--- src/rtl/k423_pkg.sv ---
// k423_pkg: shared widths, LSU funct3 encodings and mem-stage FSM states.
package k423_pkg;
   localparam int CORE_XLEN = 32;
   localparam int CORE_ADDR_W = 32;
   localparam int INST_RSDIDX_W = 5;
   localparam int DMEM_STRB_W = 4;
   typedef enum logic [2:0] {
      LSU_B  = 3'b000,
      LSU_H  = 3'b001,
      LSU_W  = 3'b010,
      LSU_BU = 3'b100,
      LSU_HU = 3'b101
   } lsu_op_e;
   typedef enum logic [1:0] {IDLE, WAIT_RSP, HOLD} mem_state_e;
   function automatic logic misaligned(input lsu_op_e op, input logic [1:0] lo);
      return ((op == LSU_H || op == LSU_HU) && lo[0]) || (op == LSU_W && lo != 2'b00);
   endfunction
endpackage

--- src/rtl/k423_mem_stage_if.sv ---
// k423_mem_stage_if: data-memory request/response port of the k423 mem stage.
interface k423_mem_stage_if;
   import k423_pkg::*;
   logic                   req_vld;
   logic                   req_rdy;
   logic [CORE_ADDR_W-1:0] req_addr;
   logic                   req_we;
   logic [CORE_XLEN-1:0]   req_wdata;
   logic [DMEM_STRB_W-1:0] req_wstrb;
   logic                   rsp_vld;
   logic [CORE_XLEN-1:0]   rsp_rdata;
   modport master (output req_vld, req_addr, req_we, req_wdata, req_wstrb,
                   input  req_rdy, rsp_vld, rsp_rdata);
   modport slave  (input  req_vld, req_addr, req_we, req_wdata, req_wstrb,
                   output req_rdy, rsp_vld, rsp_rdata);
endinterface

--- src/rtl/k423_lsu_fmt.sv ---
// k423_lsu_fmt: store data/strobe lane replication and load byte/half extract with sign/zero extension.
module k423_lsu_fmt
   import k423_pkg::*;
(
   input  lsu_op_e                op,
   input  logic [1:0]             lo,
   input  logic [CORE_XLEN-1:0]   sdata,
   input  logic [CORE_XLEN-1:0]   rdata,
   output logic [CORE_XLEN-1:0]   wdata,
   output logic [DMEM_STRB_W-1:0] wstrb,
   output logic [CORE_XLEN-1:0]   ldata
);
   logic       is_w, is_h, sx;
   logic [7:0]  byte_v;
   logic [15:0] half_v;
   always_comb begin
      is_w   = op == LSU_W;
      is_h   = op == LSU_H || op == LSU_HU;
      sx     = !op[2];
      byte_v = 8'(rdata >> {lo, 3'b000});
      half_v = lo[1] ? rdata[31:16] : rdata[15:0];
      ldata  = is_w ? rdata : is_h ? {{16{sx & half_v[15]}}, half_v} : {{24{sx & byte_v[7]}}, byte_v};
      wdata  = is_w ? sdata : is_h ? {2{sdata[15:0]}} : {4{sdata[7:0]}};
      wstrb  = is_w ? 4'b1111 : is_h ? 4'b0011 << {lo[1], 1'b0} : 4'b0001 << lo;
   end
endmodule

--- src/rtl/k423_mem_stage.sv ---
// k423_mem_stage: k423 memory-access stage; issues dmem requests, formats loads, passes ALU ops through.
// K423_LSU_MISALIGN_CHK_EN: flag misaligned half/word accesses instead of issuing them.
module k423_mem_stage
   import k423_pkg::*;
(
   input  logic                     clk_i,
   input  logic                     rst_n_i,
   input  logic                     ex2mem_stage_vld_i,
   output logic                     mem_stage_rdy_o,
   input  logic [CORE_ADDR_W-1:0]   mem_pc_i,
   input  logic                     mem_rd_vld_i,
   input  logic [INST_RSDIDX_W-1:0] mem_rd_idx_i,
   input  logic [CORE_XLEN-1:0]     mem_alu_i,
   input  logic [CORE_XLEN-1:0]     mem_sdata_i,
   input  logic [3:0]               mem_lsu_op_i,
   input  logic                     mem_is_store_i,
   k423_mem_stage_if.master         dmem,
   output logic                     mem_stage_vld_o,
   input  logic                     wb_stage_rdy_i,
   output logic [CORE_ADDR_W-1:0]   mem_pc_o,
   output logic                     mem_rd_vld_o,
   output logic [INST_RSDIDX_W-1:0] mem_rd_idx_o,
   output logic [CORE_XLEN-1:0]     mem_rd_o,
   output logic                     mem_misalign_o
);
   mem_state_e                 st, nxt;
   logic [CORE_ADDR_W-1:0]     pc_q;
   logic                       rd_vld_q, mis_q;
   logic [INST_RSDIDX_W-1:0]   rd_idx_q;
   logic [CORE_XLEN-1:0]       rd_q;
   lsu_op_e                    op_q, op;
   logic [1:0]                 lo_q, lo;
   logic                       is_mem, mis, hs, lat, cap;
   logic [CORE_XLEN-1:0]       wdata, ldata;
   logic [DMEM_STRB_W-1:0]     wstrb;

   assign is_mem = mem_lsu_op_i[3];
`ifdef K423_LSU_MISALIGN_CHK_EN
   assign mis = is_mem && misaligned(lsu_op_e'(mem_lsu_op_i[2:0]), mem_alu_i[1:0]);
`else
   assign mis = 1'b0;
`endif
   // the formatter serves stores from live inputs and loads from the latched request
   assign op = st == WAIT_RSP ? op_q : lsu_op_e'(mem_lsu_op_i[2:0]);
   assign lo = st == WAIT_RSP ? lo_q : mem_alu_i[1:0];

   assign dmem.req_vld   = st == IDLE && ex2mem_stage_vld_i && is_mem && !mis;
   assign hs             = dmem.req_vld && dmem.req_rdy;
   assign dmem.req_addr  = dmem.req_vld ? {mem_alu_i[CORE_ADDR_W-1:2], 2'b00} : '0;
   assign dmem.req_we    = dmem.req_vld && mem_is_store_i;
   assign dmem.req_wdata = dmem.req_we ? wdata : '0;
   assign dmem.req_wstrb = dmem.req_we ? wstrb : '0;

   k423_lsu_fmt u_fmt (
      .op    (op),
      .lo    (lo),
      .sdata (mem_sdata_i),
      .rdata (dmem.rsp_rdata),
      .wdata (wdata),
      .wstrb (wstrb),
      .ldata (ldata)
   );

   always_comb begin
      nxt             = st;
      mem_stage_vld_o = 1'b0;
      mem_stage_rdy_o = 1'b0;
      mem_pc_o        = '0;
      mem_rd_vld_o    = 1'b0;
      mem_rd_idx_o    = '0;
      mem_rd_o        = '0;
      mem_misalign_o  = 1'b0;
      lat             = 1'b0;
      cap             = 1'b0;
      if (st == IDLE) begin
         if (ex2mem_stage_vld_i && (!is_mem || mis || (hs && mem_is_store_i))) begin
            mem_stage_vld_o = 1'b1;
            mem_stage_rdy_o = wb_stage_rdy_i;
            mem_pc_o        = mem_pc_i;
            mem_rd_vld_o    = mem_rd_vld_i && !is_mem;
            mem_rd_idx_o    = mem_rd_idx_i;
            mem_rd_o        = mem_alu_i;
            mem_misalign_o  = mis;
            cap             = is_mem && !wb_stage_rdy_i;
            nxt             = cap ? HOLD : IDLE;
         end else if (hs) begin
            lat = 1'b1;
            nxt = WAIT_RSP;
         end
      end else if (st == HOLD || dmem.rsp_vld) begin
         mem_stage_vld_o = 1'b1;
         mem_stage_rdy_o = wb_stage_rdy_i;
         mem_pc_o        = pc_q;
         mem_rd_vld_o    = rd_vld_q;
         mem_rd_idx_o    = rd_idx_q;
         mem_rd_o        = st == HOLD ? rd_q : ldata;
         mem_misalign_o  = st == HOLD && mis_q;
         cap             = st == WAIT_RSP && !wb_stage_rdy_i;
         nxt             = wb_stage_rdy_i ? IDLE : HOLD;
      end
   end

   always_ff @(posedge clk_i or negedge rst_n_i) begin
      if (!rst_n_i) begin
         st       <= IDLE;
         pc_q     <= '0;
         rd_vld_q <= 1'b0;
         rd_idx_q <= '0;
         rd_q     <= '0;
         mis_q    <= 1'b0;
         op_q     <= LSU_B;
         lo_q     <= '0;
      end else begin
         st <= nxt;
         if (lat) begin
            pc_q     <= mem_pc_i;
            rd_vld_q <= mem_rd_vld_i;
            rd_idx_q <= mem_rd_idx_i;
            op_q     <= op;
            lo_q     <= lo;
         end
         if (cap) begin
            pc_q     <= mem_pc_o;
            rd_vld_q <= mem_rd_vld_o;
            rd_idx_q <= mem_rd_idx_o;
            rd_q     <= mem_rd_o;
            mis_q    <= mem_misalign_o;
         end
      end
   end
endmodule

--- src/flat_wrapper.sv ---
// flat-port wrapper written by rule: the top's interface ports become plain ports
module k423_mem_stage_flat import k423_pkg::*;
  (clk_i, rst_n_i, ex2mem_stage_vld_i, mem_stage_rdy_o, mem_pc_i, mem_rd_vld_i, mem_rd_idx_i, mem_alu_i, mem_sdata_i, mem_lsu_op_i, mem_is_store_i, mem_stage_vld_o, wb_stage_rdy_i, mem_pc_o, mem_rd_vld_o, mem_rd_idx_o, mem_rd_o, mem_misalign_o, dmem_req_vld, dmem_req_addr, dmem_req_we, dmem_req_wdata, dmem_req_wstrb, dmem_req_rdy, dmem_rsp_vld, dmem_rsp_rdata);
  k423_mem_stage_if dmem_i ();
  input  logic clk_i;
  input  logic rst_n_i;
  input  logic ex2mem_stage_vld_i;
  output logic mem_stage_rdy_o;
  input  logic [CORE_ADDR_W-1:0] mem_pc_i;
  input  logic mem_rd_vld_i;
  input  logic [INST_RSDIDX_W-1:0] mem_rd_idx_i;
  input  logic [CORE_XLEN-1:0] mem_alu_i;
  input  logic [CORE_XLEN-1:0] mem_sdata_i;
  input  logic [3:0] mem_lsu_op_i;
  input  logic mem_is_store_i;
  output logic mem_stage_vld_o;
  input  logic wb_stage_rdy_i;
  output logic [CORE_ADDR_W-1:0] mem_pc_o;
  output logic mem_rd_vld_o;
  output logic [INST_RSDIDX_W-1:0] mem_rd_idx_o;
  output logic [CORE_XLEN-1:0] mem_rd_o;
  output logic mem_misalign_o;
  output wire logic [$bits(dmem_i.req_vld)-1:0] dmem_req_vld;
  output wire logic [$bits(dmem_i.req_addr)-1:0] dmem_req_addr;
  output wire logic [$bits(dmem_i.req_we)-1:0] dmem_req_we;
  output wire logic [$bits(dmem_i.req_wdata)-1:0] dmem_req_wdata;
  output wire logic [$bits(dmem_i.req_wstrb)-1:0] dmem_req_wstrb;
  input wire logic [$bits(dmem_i.req_rdy)-1:0] dmem_req_rdy;
  input wire logic [$bits(dmem_i.rsp_vld)-1:0] dmem_rsp_vld;
  input wire logic [$bits(dmem_i.rsp_rdata)-1:0] dmem_rsp_rdata;
  assign dmem_req_vld = dmem_i.req_vld;
  assign dmem_req_addr = dmem_i.req_addr;
  assign dmem_req_we = dmem_i.req_we;
  assign dmem_req_wdata = dmem_i.req_wdata;
  assign dmem_req_wstrb = dmem_i.req_wstrb;
  assign dmem_i.req_rdy = dmem_req_rdy;
  assign dmem_i.rsp_vld = dmem_rsp_vld;
  assign dmem_i.rsp_rdata = dmem_rsp_rdata;
  k423_mem_stage u_core (.clk_i(clk_i), .rst_n_i(rst_n_i), .ex2mem_stage_vld_i(ex2mem_stage_vld_i), .mem_stage_rdy_o(mem_stage_rdy_o), .mem_pc_i(mem_pc_i), .mem_rd_vld_i(mem_rd_vld_i), .mem_rd_idx_i(mem_rd_idx_i), .mem_alu_i(mem_alu_i), .mem_sdata_i(mem_sdata_i), .mem_lsu_op_i(mem_lsu_op_i), .mem_is_store_i(mem_is_store_i), .dmem(dmem_i), .mem_stage_vld_o(mem_stage_vld_o), .wb_stage_rdy_i(wb_stage_rdy_i), .mem_pc_o(mem_pc_o), .mem_rd_vld_o(mem_rd_vld_o), .mem_rd_idx_o(mem_rd_idx_o), .mem_rd_o(mem_rd_o), .mem_misalign_o(mem_misalign_o));
endmodule
--- config.mk ---
export PLATFORM = sky130hd
export DESIGN_NAME = k423_mem_stage_flat
export DESIGN_NICKNAME = d
export VERILOG_FILES = /design/src/rtl/k423_pkg.sv /design/src/rtl/k423_mem_stage_if.sv /design/src/rtl/k423_lsu_fmt.sv /design/src/rtl/k423_mem_stage.sv /design/src/flat_wrapper.sv
export SDC_FILE = /design/constraint.sdc
export NUM_CORES = 1
export LEC_CHECK = 0
export CAP_MARGIN = 20
export CORE_AREA = 2 2 170 89
export CTS_BUF_LIST = sky130_fd_sc_hd__clkbuf_4 sky130_fd_sc_hd__clkbuf_8
export CTS_CLUSTER_SIZE = 40
export DETAILED_ROUTE_END_ITERATION = 6
export DIE_AREA = 0 0 172 91
export GPL_TIMING_DRIVEN = 0
export PLACE_DENSITY = 0.82
export SLEW_MARGIN = 30
export SYNTH_ARGS = -nofsm -noshare
export SYNTH_HDL_FRONTEND = slang
export SYNTH_SLANG_ARGS = --single-unit
--- constraint.sdc ---
create_clock -name clk_i -period 3.1 [get_ports clk_i]
set_input_delay 0.62 -clock clk_i [delete_from_list [all_inputs] [get_ports clk_i]]
set_output_delay 0.62 -clock clk_i [all_outputs]
set_load 0.005 [all_outputs]
# Word-level counts from Yosys, hierarchy flattened
# Index checks and enable logic that the tools add are counted.
# totals
reg_bits	78
inputBits	145
out_inout_bits	143
elab_cells	90
# op_classes
eq_ne	6
shift	3
n_mux	51
n_bitwise	2
reduce_logical	20
# ops
operator	n
32-bit 2-to-1 mux	15
32-bit by 5-bit >> shifter with 8-bit output	1
5-bit 2-to-1 mux	5
1-bit 2-to-1 mux	19
16-bit 2-to-1 mux	1
2-bit 2-to-1 mux	7
4-bit 2-to-1 mux	3
1-bit logical AND	10
2-bit nonzero test	2
1-bit by 2-bit left shift with 4-bit output (first input constant)	1
2-bit by 2-bit left shift with 4-bit output (first input constant)	1
3-bit by 1-bit == test with 1-bit output (second input constant)	1
3-bit by 2-bit == test with 1-bit output (second input constant)	1
3-bit == test (second input constant)	1
1-bit logical NOT	3
1-bit logical OR	3
3-bit 2-to-1 mux	1
3-bit by 2-bit inequality test with 1-bit output (second input constant)	1
1-bit AND	2
2-bit by 1-bit == test with 1-bit output (second input constant)	1
2-bit == test (second input constant)	1
2-bit logical NOT	1
2-bit AND reduction	1

# Logic depth before layout (Yosys ltp)
# Gate-level depths: netlist of the first run.
# logic_depth
word_depth	11
ltp_mapped	9
mapped_depth_nobuf	6

# Cells and area by module
# A second synthesis of the first run with hierarchy kept.
# unflattened
hier_cells	618
hier_area_um2	6296.0
# by_module_without_submodules
module	instances	cells_each	area_each_um2	seq_area_each_um2
k423_mem_stage	1	435	5191.2	1951.9
k423_lsu_fmt	1	183	1104.8	0.0

# Worst setup path before layout of the first run
# OpenSTA, ideal clock, no wires.
# synth_path
path_type	register to output
startpoint	reg u_core.st[1]
endpoint	out mem_rd_o[23]
arrival_time_ns	2.107
required_time_ns	2.480
setup_slack_ns	0.373
path_stages_with_launch	9
n_path_buf	2
cell_sequence	dfrtp_1 > nor2b_1 > clkbuf_1 > mux2i_1 > nand2_1 > o41ai_4 > buf_6 > a21oi_2 > o21ai_1
# synth_via
elab_chain_len	9
word_cells_on_any_way	27
classes_between	eq/ne (5); shift (1); mux (9); bitwise (2); reduce/logical (10)
# synth_rtl
item	line_no	text
start: declaration	k423_mem_stage.sv:26	mem_state_e st, nxt;
start signal: assignment	k423_mem_stage.sv:114	st <= nxt;
2-bit by 1-bit == test with 1-bit output or 2-bit logical NOT (tied branches)	--	
2-bit 2-to-1 mux, or another cell as far along	k423_mem_stage.sv:45	assign lo = st == WAIT_RSP ? lo_q : mem_alu_i[1:0];
32-bit by 5-bit >> shifter with 8-bit output, or another cell as far along	k423_lsu_fmt.sv:20	byte_v = 8'(rdata >> {lo, 3'b000});
1-bit AND, or another cell as far along	k423_lsu_fmt.sv:22	ldata = is_w ? rdata : is_h ? {{16{sx & half_v[15]}}, half_v} : {{24{sx & byte_v[7]}}, byte_v};
32-bit 2-to-1 mux or 1-bit logical AND (tied branches)	k423_lsu_fmt.sv:22, k423_mem_stage.sv:76	
32-bit 2-to-1 mux or 1-bit logical OR (tied branches)	k423_lsu_fmt.sv:22, k423_mem_stage.sv:76	
32-bit 2-to-1 mux or 1-bit logical AND (tied branches)	k423_mem_stage.sv:96, k423_mem_stage.sv:76	
32-bit 2-to-1 mux (on tied branches)	k423_mem_stage.sv:90, k423_mem_stage.sv:76	
32-bit 2-to-1 mux *	k423_mem_stage.sv:75	if (st == IDLE) begin
end: declaration	flat_wrapper.sv:21	output logic [CORE_XLEN-1:0] mem_rd_o;
# Mark *: on every way between the ends. The rest lies on a longest branch, timed or not.

# Worst setup path in the final report of the first run
# layout_path
startpoint	reg u_core.st[1]
endpoint	out mem_rd_o[31]
# Same word-level chain as after synthesis.

==> results of run 1 <==
[power breakdown]
part           total [mW]  internal, mW  switching [mW]  leakage (nW)
combinational        2.02          1.02           0.994          4.73
clock               0.777         0.341           0.436        0.0886
sequential           1.45          1.29           0.165          1.00
total                4.25          2.65            1.60          5.82
[cells in the mapped netlist, types with 11 or more instances]
master | instances | share of area [%]
clkbuf_1 | 48 | 3.1
a211oi_1 | 22 | 2.8
o21ai_1 | 12 | 1.0
nor2_1 | 43 | 2.8
a21oi_2 | 11 | 1.7
a21oi_1 | 50 | 4.3
o21ai_0 | 32 | 2.8
dfrtp_1 | 78 | 34
nand3_1 | 45 | 3.9
mux2i_1 | 24 | 4.1
and2_1 | 13 | 1.4
and3_1 | 30 | 3.2
a22o_1 | 44 | 6.6
nand2_1 | 217 | 14
[cells in the final DEF (no fill, tap or decap), drive strengths merged, types with 2 or more instances in the layout]
master	instances
nand2	217
buf	176
clkdlybuf4s50	138
clkbuf	80
dfrtp	78
a21oi	61
dlymetal6s2s	58
nand3	45
o21ai	45
a22o	44
nor2	44
and3	30
a211oi	25
mux2i	24
o221ai	15
and2	13
inv	10
dlygate4sd2	9
a31oi	8
clkdlybuf4s15	8
a21o	6
o211ai	5
mux2	5
o22ai	5
clkinvlp	4
nand2b	4
and3b	3
nor2b	2
a2111oi	2
nor3	2
conb	2
[cells by family after synthesis]
group                  share of synthesized area (%)
other                                         0.0646
AOI/OAI and AO/OA                               28.0
muxes                                           5.11
buffers and inverters                           5.26
and+or+nand+nor                                 27.9
DFF                                             33.6
[flip-flops by register name, indices dropped and copies added, names as in the netlist]
register	flops
u_core.pc_q	32
u_core.rd_q	32
u_core.rd_idx_q	5
u_core.op_q	3
u_core.lo_q	2
u_core.st	2
u_core.mis_q	1
u_core.rd_vld_q	1
[layout make-up]
| type | count | share of cell area [%] |
|---|---|---|
| multi-input cells | 620 | 39.1 |
| repair buffers | 395 | 33.7 |
| flip-flops and latches | 78 | 17.8 |
| well taps | 198 | 2.26 |
| plain buffers | 63 | 5.02 |
| inverters | 8 | 0.297 |
| repair inverters | 1 | 0.0685 |
| clock buffers | 11 | 1.38 |
| clock inverters | 5 | 0.365 |
[metrics by stage]
stage	instance area (um2)	worst slack [ps]	hold WS (ps)	utilization [%]
2_1_floorplan	5810	373	324	-
3_3_place_gp	8900	-1460	459	63.0
3_5_place_dp	8920	-1400	448	63.2
4_1_cts	9990	-301	55.4	70.7
5_1_grt	11000	-463	44.1	77.7
6_report	11000	-423	62.3	77.7
[critical path, stage by stage, from the launching register on]
cell and delay [ps]:
dfrtp_1 440, nand2b_1 210, buf_6 180, a31oi_4 280, buf_6 170, nand2_4 70, o41ai_4 360, buf_6 190
clkbuf_16 180, a21oi_4 40, o21ai_2 180, clkdlybuf4s15_2 230
[routing by layer]
layer / track usage, % / vias to the layer above
met1: 47.7 / 3950
met5: 0 / -
met3: 10.7 / 106
met4: 8.61 / 4
li1: - / 3545
met2: 50.4 / 628
[how the worst max path moves through the flow]
stage	cells after the start	start	slack, ps	endpoint
2_1_floorplan	8	u_core.st[1]	370	mem_rd_o[23]
3_5_place_dp	8	ex2mem_stage_vld_i	-1400	mem_rd_o[24]
5_1_grt	11	u_core.st[1]	-460	mem_rd_o[31]
3_3_place_gp	1	rst_n_i	-1460	u_core.rd_q[25]
6_report	11	u_core.st[1]	-420	mem_rd_o[31]
4_1_cts	8	u_core.st[1]	-300	mem_rd_o[0]
[what timing repair did]
| item | CTS | global route |
|---|---|---|
| setup buffers | 40 | 74 |
| resized for setup | 265 | 364 |
| cloned | 1 | 4 |
| endpoints found under the setup margin | 182 | 172 |
| pin swaps | 29 | 57 |
==> results.cfg, run 1 <==
[sta]
relSlewSlack_pct = 52.3
rsz0062_at_grt = yes
fmax_ghz = 0.284
period_needed_ps = 3520
final_hold_viol_count = 0
setup_violations = 73
drv_slew = 0
worst_clock_skew_ps = 17.5
tightest_slew_ps = 716
finalCritPeriodShare_pct = 114
setup_tns_ps = -11350
setup_ws_ps = -423

[routing]
vias_per_cell = 5.97
wl_met1_um = 12200
topRoutingLayerUsed = met5
wirelength_um = 30300
route.met2.wl_um = 13400
antenna_left = 0
num_vias = 8233
first_pass_iters = 6
route.detailed.wl_per_inst_um = 22.0
wl_met3_um = 3820
drc = 0
first_iter_violations = 841

[floorplan]
die_y_um = 91
die_w_um = 172
die-area_um2 = 15700
start_util_pct = 41.1
ioPinCount = 288
core_um2 = 14100
rows = 31

[finish]
diodes = 0
drive_gt1_share_pct = 31.2
multi_input_area_um2 = 4290
stdcell_count = 1379
nNetsFinal = 1321
nFillCells = 940
area_growth_pct = 89.0
seq_area_um2 = 1950

[global_routing]
grt_max_degree = 67
grt_pass1_wl_um = 41000
overflow = 0
antenna_found_initial = 2
grt_pass1_vias = 7342
grt_use_total_pct = 33.9

[placed_design]
gp_congestion = 0.984
io_buffer_count = 284
dpl.hpwl_um = 19500
dp_cells = 1254

[logic_synthesis]
syn_area_um2 = 5800
synth_top_flop_cell = dfrtp_1
seq_area_frac_synth_pct = 33.6
synth-seq-cells = 78
synthArstFlopShare_pct = 100
synth_edf_count = 0
syn_inst = 770
synth_cell_types = 52
synth_warnings = 0
postSynthAreaPerCell_um2 = 7.53

[worst_hold_path]
hp-class = in2async

[outcome]
status = finished, violations left
violations = negative setup slack

[cts]
clock_sinks = 78
cts_buffer_depth = 2
root_buffer = clkbuf_8
cts_tree = done
path_clk_slew_ps = 90
clock_latency_ps = 370
cts_buffers = 9
htreeDepth = 3
ctsHoldBuffers = 0

[setup_path]
timing.rr.end = u_core.pc_q[22]
critPathArrivalTime_ps = 2900
start_kind = flip-flop
r2r_cells = 12
path_class = reg2out
reg2reg_slack_ps = 110
worstPathRequired_ps = 2480
rr_startpoint = u_core.st[1]
path_max_fanout = 8
crit_path_end_kind = primary output

[power_and_ir_drop]
power_leakage_nw = 5.82
finalPower_mw = 4.25
powerDensity_nw_per_um2 = 387
max-vdd-ir-drop_v = 0.000240

[flow_run]
max_cap_viol_count = 0
Note: power is estimated with default switching activity, not from simulation.
==> run 2, diff against run 1 <==
--- a/config.mk
+++ b/config.mk
@@ -5,14 +5,17 @@
 export SDC_FILE = /design/constraint.sdc
 export NUM_CORES = 1
 export LEC_CHECK = 0
+export ABC_AREA = 1
 export CAP_MARGIN = 20
-export CORE_AREA = 2 2 170 89
+export CELL_PAD_IN_SITES_DETAIL_PLACEMENT = 1
+export CELL_PAD_IN_SITES_GLOBAL_PLACEMENT = 2
+export CORE_AREA = 2 2 251 129
 export CTS_BUF_LIST = sky130_fd_sc_hd__clkbuf_4 sky130_fd_sc_hd__clkbuf_8
 export CTS_CLUSTER_SIZE = 40
 export DETAILED_ROUTE_END_ITERATION = 6
-export DIE_AREA = 0 0 172 91
+export DIE_AREA = 0 0 253 131
 export GPL_TIMING_DRIVEN = 0
-export PLACE_DENSITY = 0.82
+export PLACE_DENSITY_LB_ADDON = 0.1
 export SLEW_MARGIN = 30
 export SYNTH_ARGS = -nofsm -noshare
 export SYNTH_HDL_FRONTEND = slang
==> run 2 against run 1 <==
  * Non-clock buffer count fell by 8
  * Flip-flop and latch count did not move
  * Wire length rose by 16%
  * Count of clock-buffer cells in the layout fell by 2
  * The run still ends with negative setup slack left
  * Worst setup slack improved by 260 ps
==> results.cfg, run 2 <==
[routing]
first_pass_iters = 5
vias_per_cell = 4.40
route.detailed.wl_per_inst_um = 19.0
first_iter_violations = 368
num_vias = 8105
wirelength_um = 35100
antenna_left = 0
drc = 0

[logic_synthesis]
muxShareOfSynthArea_pct = 0
syn_inst = 1027
synthAdderAreaFrac_pct = 0
synth_top_flop_cell = dfrtp_1
syn_area_um2 = 6110
synthTopCellsByCount = nand2_1, nor2_1, inv_1, dfrtp_1, nand3_1
synth_warnings = 0
seq_area_frac_synth_pct = 32.0
postSynthAreaPerCell_um2 = 5.95
yosysTopAreaCell = dfrtp_1
yosysMostFrequentCell = nand2_1
synth_area_leaders = dfrtp_1, nand2_1, nor2_1
synth-seq-cells = 78
synth_edf_count = 0
synth_top_family_by_area = simple AND/OR/NAND/NOR gates
synth-compound-area-share_pct = 12.9
post-synth-top-area-fraction_pct = 32.0
synth-simple-area-share_pct = 44.2
synth_cell_types = 31
synthArstFlopShare_pct = 100
synthXorXnorAreaFrac_pct = 0

[cts]
ctsHoldBuffers = 0
cts_buffer_depth = 2
cts_buffers = 9
clock_latency_ps = 420
cts_tree = done
htreeDepth = 3
path_clk_slew_ps = 100
root_buffer = clkbuf_8
clock_sinks = 78

[power_and_ir_drop]
power_leakage_nw = 6.26
seqPwrFrac_pct = 24.8
netSwitchingPower_mw = 3.06
max-vdd-ir-drop_v = 0.000248
netSwitchingFraction_pct = 44.5
finalPower_mw = 6.88
powerDensity_nw_per_um2 = 601
p_int_mw = 3.82
clkPwrFrac_pct = 12.5
comb_power_share_pct = 62.7

[global_routing]
grt_use_total_pct = 20.7
grt_pass1_wl_um = 50900
grt_max_degree = 56
overflow = 0
antenna_found_initial = 1
grt_pass1_vias = 8130

[setup_path]
critPathArrivalTime_ps = 2640
path_max_fanout = 4
crit_path_end_kind = primary output
worstPathRequired_ps = 2480
path_class = in2out
start_kind = primary input

[finish]
reg_top3 = u_core.pc_q (32), u_core.rd_q (32), u_core.rd_idx_q (5)
final_cell_mix = nand2_1, clkdlybuf4s50_1, nor2_1
area_growth_pct = 87.5
stdcell_count = 1843
drive_gt1_share_pct = 29.9
nFillCells = 3822
nNetsFinal = 1574
final_common_cell = nand2_1
final_core_utilization_pct = 36.8
design_area_um2 = 11500

[floorplan]
start_util_pct = 19.7
die_y_um = 131
core_um2 = 31100
die_w_um = 253
ioPinCount = 288
die-area_um2 = 33100
rows = 46

[sta]
relSlewSlack_pct = 53.8
tightest_slew_ps = 693
fmax_ghz = 0.306
worst_clock_skew_ps = 15.7
rsz0062_at_grt = yes
setup_ws_ps = -164
period_needed_ps = 3260
finalCritPeriodShare_pct = 105
setup_violations = 35
fin_hold_ws_ps = 52.9
drv_slew = 0
final_hold_viol_count = 0

[placed_design]
gp_congestion = 0.808
io_buffer_count = 285
dpl.hpwl_um = 26700
placed_cell_area_um2 = 9500
dp_cells = 1722

[flow_run]
max_cap_viol_count = 0

[outcome]
violations = negative setup slack
status = finished, violations left

[worst_hold_path]
hp-class = in2async
run 2: cell count changes in the layout (fill, tap and decap cells not counted), sizes merged, moves of 25 or more:
cell and delta:
nand2 +229, nor2 +104, inv +85, a21oi -42
dlymetal6s2s -34, and3 -30, buf +29, a211oi -25
run 2: path summary, 6_finish.rpt:
| check | from | end | slack (ps) | depth (start not counted) |
|---|---|---|---|---|
| hold reg to reg | u_core.rd_q[0] | u_core.rd_q[0] | 490 | 2 |
| setup / recovery | mem_lsu_op_i[0] | mem_rd_o[31] | -160 | 16 |
| setup reg to reg | u_core.st[1] | u_core.rd_q[9] | 310 | 15 |
| hold / removal | rst_n_i | u_core.rd_q[17] | 50 | 1 |
| max in group asynchronous | rst_n_i | u_core.st[0] | 2400 | 2 |
| min in group clk_i | u_core.rd_q[0] | u_core.rd_q[0] | 490 | 2 |
run 2: cell families (layout without fill, tap and decap cells):
| kind of cell | count (synthesis) | in the layout |
|---|---|---|
| AOI/OAI and AO/OA | 123 | 123 |
| buffers and inverters | 156 | 562 |
| DFF | 78 | 78 |
| other | 1 | 3 |
| and+or+nand+nor | 669 | 669 |
run 2: repair_timing:
action / CTS / global route
cloned: 5 / 2
buffers inserted: 48 / 56
endpoints found under the setup margin: 139 / 112
pin swaps: 44 / 114
gates resized for setup: 432 / 330
run 2: layout make-up:
type,count,area (um2),share of cell area [%]
antenna,1,2.50,0.0219
buffer,58,594,5.19
clock buffer,9,124,1.08
clock inverter,7,70.1,0.612
inverter,96,389,3.40
multi-input combinational,794,4130,36.1
sequential,78,1950,17.1
tap,408,510,4.46
timing repair buffer,392,3670,32.1
run 2: power by group through the flow:
stage                     clock, mW  combinational, mW  sequential [mW]
after detailed placement          0               3.41             1.70
after floorplan                   0               1.72             1.63
after CTS                     0.904               3.78             1.69
final                         0.859               4.31             1.71
after global placement            0               3.38             1.70
after global routing          0.926               4.72             1.76
run 2: critical path, cell delays in order:
cell             delay (ps)
clkdlybuf4s50_1         450
inv_1                    70
nand2_1                 120
o21ai_4                 100
nor2_4                  220
nand2_2                 120
nand3_4                 120
nand2_8                  70
buf_6                   130
buf_4                   130
buf_4                   120
nand2_1                  50
nand2_1                  40
nand2_1                  90
nand2_2                  80
buf_6                   120
run 2: per-stage QoR:
stage	TNS [ps]	setup slack (ps)
6_report	-2280	-164
5_1_grt	-10850	-276
4_1_cts	-4910	-248
3_5_place_dp	-65270	-814
3_3_place_gp	-228040	-2100
2_1_floorplan	0	703
run 2: per-layer routing:
metal	share of wire, %	wire (um)	track usage, %
met5	0	0	0
met4	0.83	290	4.32
met3	4.0	1410	3.53
met2	41	14500	29.4
met1	54	18900	32.2
